==> config.mk <==
export PLATFORM = sky130hd
export DESIGN_NAME = sobel_window_ctrl
export DESIGN_NICKNAME = d
export VERILOG_FILES = /design/src/rtl/sobel_window_ctrl_pkg.sv /design/src/rtl/sobel_window_ctrl_core.sv /design/src/rtl/sobel_window_ctrl.sv
export SDC_FILE = /design/constraint.sdc
export NUM_CORES = 1
export LEC_CHECK = 0
export BUFFER_PORTS_ARGS = -buffer_cell sky130_fd_sc_hd__buf_4
export CAP_MARGIN = 10
export CORE_MARGIN = 2
export CORE_UTILIZATION = 40
export DETAILED_ROUTE_END_ITERATION = 7
export HOLD_SLACK_MARGIN = 0.03
export SYNTH_ARGS = -nofsm -noshare
export SYNTH_HDL_FRONTEND = slang
export SYNTH_SLANG_ARGS = --single-unit
==> constraint.sdc <==
create_clock -name clk -period 7.1 [get_ports clk]
set_clock_uncertainty 0.15 [all_clocks]
set_input_delay 1.065 -clock clk [delete_from_list [all_inputs] [get_ports clk]]
set_output_delay 1.065 -clock clk [all_outputs]
set_load 0.005 [all_outputs]
==> src/rtl/sobel_window_ctrl_pkg.sv <==
// Shared definitions for the Sobel window controller: FSM encoding, pixel width
// default and the gradient-magnitude threshold used by the Sobel core.
package sobel_window_ctrl_pkg;

    typedef enum logic [1:0] {
        ST_IDLE   = 2'd0,
        ST_STREAM = 2'd1,
        ST_DONE   = 2'd2
    } state_t;

    localparam int unsigned PIX_W_DEF   = 8;
    // |Gx|+|Gy| strictly above this value marks an edge
    localparam int unsigned EDGE_THRESH = 128;

endpackage

==> src/rtl/sobel_window_ctrl_core.sv <==
// Combinational 3x3 Sobel core: |Gx| + |Gy| compared against EDGE_THRESH.
module sobel_window_ctrl_core
    import sobel_window_ctrl_pkg::*;
#(
    parameter int unsigned PIX_W = PIX_W_DEF
) (
    input  logic [PIX_W-1:0] mat00,
    input  logic [PIX_W-1:0] mat01,
    input  logic [PIX_W-1:0] mat02,
    input  logic [PIX_W-1:0] mat10,
    input  logic [PIX_W-1:0] mat11,
    input  logic [PIX_W-1:0] mat12,
    input  logic [PIX_W-1:0] mat20,
    input  logic [PIX_W-1:0] mat21,
    input  logic [PIX_W-1:0] mat22,
    output logic             out
);

    // 4 guard bits cover the x4 weighted sum plus sign
    localparam int unsigned GW = PIX_W + 4;

    logic signed [GW-1:0] w_gx;
    logic signed [GW-1:0] w_gy;
    logic        [GW-1:0] w_ax;
    logic        [GW-1:0] w_ay;
    logic        [GW:0]   w_mag;
    logic                 w_unused_centre;

    function automatic logic signed [GW-1:0] sx(input logic [PIX_W-1:0] p);
        return $signed({4'b0000, p});
    endfunction

    assign w_gx = (sx(mat02) + (sx(mat12) <<< 1) + sx(mat22))
                - (sx(mat00) + (sx(mat10) <<< 1) + sx(mat20));
    assign w_gy = (sx(mat20) + (sx(mat21) <<< 1) + sx(mat22))
                - (sx(mat00) + (sx(mat01) <<< 1) + sx(mat02));

    assign w_ax  = w_gx[GW-1] ? $unsigned(-w_gx) : $unsigned(w_gx);
    assign w_ay  = w_gy[GW-1] ? $unsigned(-w_gy) : $unsigned(w_gy);
    assign w_mag = {1'b0, w_ax} + {1'b0, w_ay};
    assign out   = (w_mag > (GW+1)'(EDGE_THRESH));

    // the centre tap carries zero weight in both kernels
    assign w_unused_centre = ^mat11;

endmodule

==> src/rtl/sobel_window_ctrl.sv <==
// Raster-stream Sobel window controller: two line buffers, a sliding 3x3 window
// and a frame FSM issuing one registered edge bit per interior pixel.
module sobel_window_ctrl
    import sobel_window_ctrl_pkg::*;
#(
    parameter int unsigned IMG_W = 8,
    parameter int unsigned IMG_H = 8,
    parameter int unsigned PIX_W = PIX_W_DEF
) (
    input  logic                     clk,
    input  logic                     rst_n,
    input  logic                     start,
    input  logic                     in_valid,
    input  logic [PIX_W-1:0]         in_pixel,
    output logic                     in_ready,
    output logic                     out_valid,
    output logic                     out_edge,
    output logic [$clog2(IMG_H)-1:0] out_row,
    output logic [$clog2(IMG_W)-1:0] out_col,
    output logic                     busy,
    output logic                     done
);

    localparam int unsigned COL_W = $clog2(IMG_W);
    localparam int unsigned ROW_W = $clog2(IMG_H);

    state_t             r_state;
    logic [ROW_W-1:0]   r_row;
    logic [COL_W-1:0]   r_col;
    logic [PIX_W-1:0]   r_lb1 [IMG_W];
    logic [PIX_W-1:0]   r_lb2 [IMG_W];
    logic [PIX_W-1:0]   r_wa  [3];
    logic [PIX_W-1:0]   r_wb  [3];

    logic               w_accept;
    logic               w_last_col;
    logic               w_last_row;
    logic               w_interior;
    logic               w_edge;
    logic [PIX_W-1:0]   w_top;
    logic [PIX_W-1:0]   w_mid;

    assign w_accept   = in_ready && in_valid;
    assign w_last_col = (r_col == COL_W'(IMG_W - 1));
    assign w_last_row = (r_row == ROW_W'(IMG_H - 1));
    assign w_interior = (r_row >= ROW_W'(2)) && (r_col >= COL_W'(2));
    assign w_top      = r_lb2[r_col];
    assign w_mid      = r_lb1[r_col];

    // Window: r_wa = column c-2, r_wb = column c-1, live column c from buffers/input
    sobel_window_ctrl_core #(.PIX_W(PIX_W)) u_core (
        .mat00 (r_wa[0]), .mat01 (r_wb[0]), .mat02 (w_top),
        .mat10 (r_wa[1]), .mat11 (r_wb[1]), .mat12 (w_mid),
        .mat20 (r_wa[2]), .mat21 (r_wb[2]), .mat22 (in_pixel),
        .out   (w_edge)
    );

    // Line buffers need no reset: every entry is rewritten before it is read for output
    always_ff @(posedge clk) begin
        if (w_accept) begin
            r_lb2[r_col] <= r_lb1[r_col];
            r_lb1[r_col] <= in_pixel;
        end
    end

    always_ff @(posedge clk or negedge rst_n) begin
        if (!rst_n) begin
            r_state   <= ST_IDLE;
            r_row     <= '0;
            r_col     <= '0;
            in_ready  <= 1'b0;
            busy      <= 1'b0;
            done      <= 1'b0;
            out_valid <= 1'b0;
            out_edge  <= 1'b0;
            out_row   <= '0;
            out_col   <= '0;
            for (int i = 0; i < 3; i++) begin
                r_wa[i] <= '0;
                r_wb[i] <= '0;
            end
        end else begin
            out_valid <= 1'b0;
            done      <= 1'b0;
            case (r_state)
                ST_IDLE: begin
                    if (start) begin
                        r_state  <= ST_STREAM;
                        r_row    <= '0;
                        r_col    <= '0;
                        in_ready <= 1'b1;
                        busy     <= 1'b1;
                        for (int i = 0; i < 3; i++) begin
                            r_wa[i] <= '0;
                            r_wb[i] <= '0;
                        end
                    end
                end
                ST_STREAM: begin
                    if (in_ready) begin
                        if (in_valid) begin
                            for (int i = 0; i < 3; i++) r_wa[i] <= r_wb[i];
                            r_wb[0] <= w_top;
                            r_wb[1] <= w_mid;
                            r_wb[2] <= in_pixel;
                            if (w_interior) begin
                                out_valid <= 1'b1;
                                out_edge  <= w_edge;
                                out_row   <= r_row - ROW_W'(1);
                                out_col   <= r_col - COL_W'(1);
                            end
                            if (w_last_col) begin
                                r_col <= '0;
                                if (w_last_row) in_ready <= 1'b0;
                                else            r_row    <= r_row + ROW_W'(1);
                            end else begin
                                r_col <= r_col + COL_W'(1);
                            end
                        end
                    end else begin
                        // final pixel's output has issued; close the frame
                        r_state <= ST_DONE;
                        busy    <= 1'b0;
                        done    <= 1'b1;
                    end
                end
                ST_DONE: r_state <= ST_IDLE;
                default: r_state <= ST_IDLE;
            endcase
        end
    end

endmodule
==> impl_metrics.env <==
export IMPL_cts_made_buffers=17
export IMPL_regArea_sq_um=5520
export IMPL_synth_top_area_cell="edfxtp_1"
export IMPL_rows=61
export IMPL_final_layout_size_suffix_gt1_share_pct=18.9
export IMPL_whs_path_depth=2
export IMPL_fmax_ghz=0.144
export IMPL_die_h_microns=173
export IMPL_worstHoldEndpoint="r_wb[9]"
export IMPL_antenna_found_initial=0
export IMPL_slew_headroom_pct=38.4
export IMPL_status="completed"
export IMPL_syn_nets=1090
export IMPL_fin_ws_ns=0.149
export IMPL_grt_pass1_vias=7569
export IMPL_dp_slack_ns=0.0355
export IMPL_die_w_microns=173
export IMPL_cp_slowest_cell="mux4_2"
export IMPL_multi_input_area_sq_um=5610
export IMPL_cts_buffer_depth=2
export IMPL_grt_setup_unrepaired="true"
export IMPL_worst_pin_slew_ns=0.925
export IMPL_root_buffer="clkbuf_16"
export IMPL_worst_path_buf_inv=4
export IMPL_start_util_pct=40.9
export IMPL_period_minus_slack_ns=6.95
export IMPL_design_core_area_sq_um=27900
export IMPL_crit_family="compound AO/OA/AOI/OAI gates"
export IMPL_synth_distinct_cells=71
export IMPL_synthTopCellsByArea="edfxtp_1, dfrtp_1, ha_1, fa_1, mux4_2"
export IMPL_arrival_ns=7.11
export IMPL_crit_path_start_kind="register"
export IMPL_via_per_inst=5.19
export IMPL_synthArstFlopShare_pct=34.4
export IMPL_io_buffers=22
export IMPL_tritoncts="built"
export IMPL_final_hold_violation_count=0
export IMPL_wirelength_mm=25.3
export IMPL_yosysSeqAreaShare_pct=48.3
export IMPL_cp_max_fo=14
export IMPL_cap_viol_max_count=0
export IMPL_remaining_drc_errors=0
export IMPL_r2r_start="r_col[1]"
export IMPL_nets=1164
export IMPL_die_area_sq_um=29900
export IMPL_clock_sinks=195
export IMPL_htreeDepth=4
export IMPL_reg2reg_to="out_edge"
export IMPL_finalHoldWorstSlack_ns=0.337
export IMPL_synth_edff_count=128
export IMPL_syn_to_final_growth_pct=16.4
export IMPL_avgSynthCellArea_sq_um=11.9
export IMPL_synthCells=962
export IMPL_ios=23
export IMPL_wl_per_cell_microns=17.8
export IMPL_mostFrequentLayoutCells="edfxtp_1, inv_1, buf_4, ha_1, nand2_1"
export IMPL_fillers=2544
export IMPL_cp_end_kind="register"
export IMPL_final_common_cell="edfxtp_1"
export IMPL_hpwl_mm=18.1
export IMPL_critPathRequiredTime_ns=7.26
export IMPL_clk_latency_ns=0.44
export IMPL_slew_viol_final=0
export IMPL_grtUsageTotal_pct=17.2
export IMPL_rr_worst_depth=31
export IMPL_drtPass1Iterations=5
export IMPL_setup_violations=0
export IMPL_max_stage_delay_ns=0.50
export IMPL_grt_pass1_wl_mm=40.5
export IMPL_grt_max_degree=68
export IMPL_synth_seq_cells=195
export IMPL_gp_congestion=0.791
export IMPL_grt_ovfl_total=0
export IMPL_antenna_cells=0
export IMPL_hp_class="register to register"
export IMPL_drt_iter0_markers=563
export IMPL_reg2reg_slack_ns=0.15
export IMPL_netlist_area_sq_um=11400
export IMPL_drtAntennaViolNets=0
export IMPL_yosys_most_used_dff="edfxtp_1"
export IMPL_min_period_over_period_pct=97.9
export IMPL_yosysTopAreaCellShare_pct=33.7
export IMPL_critPathKind="register to register"
export IMPL_clkTransAtPathRegs_ns=0.08
export IMPL_num_vias=7413
export IMPL_worstHoldStart="r_wb[9]"
export IMPL_ys_warn_count=0
==> cell type report <==
cell class                      instances  share of cell area, %
Clock buffer                           17                   3.20
Sequential cell                       195                   41.6
Tap cell                              378                   3.56
Multi-Input combinational cell        637                   42.2
Timing Repair Buffer                   87                   5.36
Clock inverter                         15                   1.31
Inverter                               98                   2.81
==> cells in the mapped netlist, types with 4 or more instances <==
master,number
a211oi_1,4
a21o_1,17
a21oi_1,47
a22o_1,40
a22oi_1,4
a31oi_1,7
and2_1,4
and3_1,6
buf_1,7
clkbuf_1,22
dfrtp_1,67
edfxtp_1,128
fa_1,37
ha_1,79
inv_1,97
mux2i_1,16
mux4_2,18
nand2_1,70
nand2b_1,7
nand3_1,14
nor2_1,51
nor2b_1,8
nor3_1,11
o21a_1,5
o21ai_0,53
o21bai_1,8
o221ai_1,4
xnor2_1,40
xor2_1,25
==> worst min-delay path: stages (launching register included) <==
cell	delay, ns
dfrtp_1	0.35
nand2_1	0.05
o21ai_0	0.06
==> flip-flops by register name (all words and copies together), names as in the netlist, 2 cells and up <==
signal and cells:
r_lb2 64, out_row 3, r_wb 24, out_col 3, r_col 3, r_wa 24, r_row 3, r_state 2
r_lb1 64
==> cell families (layout without fill, tap and decap cells) <==
family,after synthesis,after routing,synth area share [%]
compound gates,222,222,13.4
buf+inv,130,217,4.36
mux,38,38,5.45
xor+xnor,66,66,5.13
simple gates,195,195,8.16
fa+ha+maj,116,116,15.1
flops,195,195,48.3
==> metal layers <==
| layer | share of wire, % | GRT usage (%) | vias up |
|---|---|---|---|
| met5 | 0 | 0 | - |
| li1 | - | - | 3617 |
| met4 | 1.6 | 4.94 | 0 |
| met3 | 3.3 | 2.46 | 26 |
| met2 | 50 | 30.0 | 136 |
| met1 | 45 | 22.3 | 3634 |
==> per-stage QoR <==
| step | utilization [%] | TNS (ns) | instances | cell area [sq um] |
|---|---|---|---|---|
| after floorplan | - | 0 | 962 | 11500 |
| after CTS | 46.2 | 0 | 1404 | 12900 |
| after global placement | 44.1 | 0 | 1372 | 12300 |
| final | 47.6 | 0 | 1427 | 13300 |
| after detailed placement | 44.1 | 0 | 1372 | 12300 |
| after global routing | 47.6 | -0.290 | 1427 | 13300 |
==> worst max-delay path by stage <==
stage,start,endpoint,slack [ns],cells after the start
floorplan,r_col[1],out_edge,0.001,34
global placement,r_col[2],out_edge,0.14,32
detailed placement,r_col[1],out_edge,0.04,31
CTS,r_col[1],out_edge,0.04,30
global route,r_col[1],out_edge,-0.29,32
finish,r_col[1],out_edge,0.15,31
==> repair_timing <==
action                                  4_1_cts  5_1_grt
pin swaps                                     0       22
hold buffers                                  0        0
endpoints found under the hold margin         0        0
gates resized for setup                       2       50
setup buffers                                 0       22
endpoints found under the setup margin        1        1
cloned                                        0        1
Power is left out: the tool's default activity adds up to more than one toggle a clock period on the data nets, which glitch-free logic cannot reach.
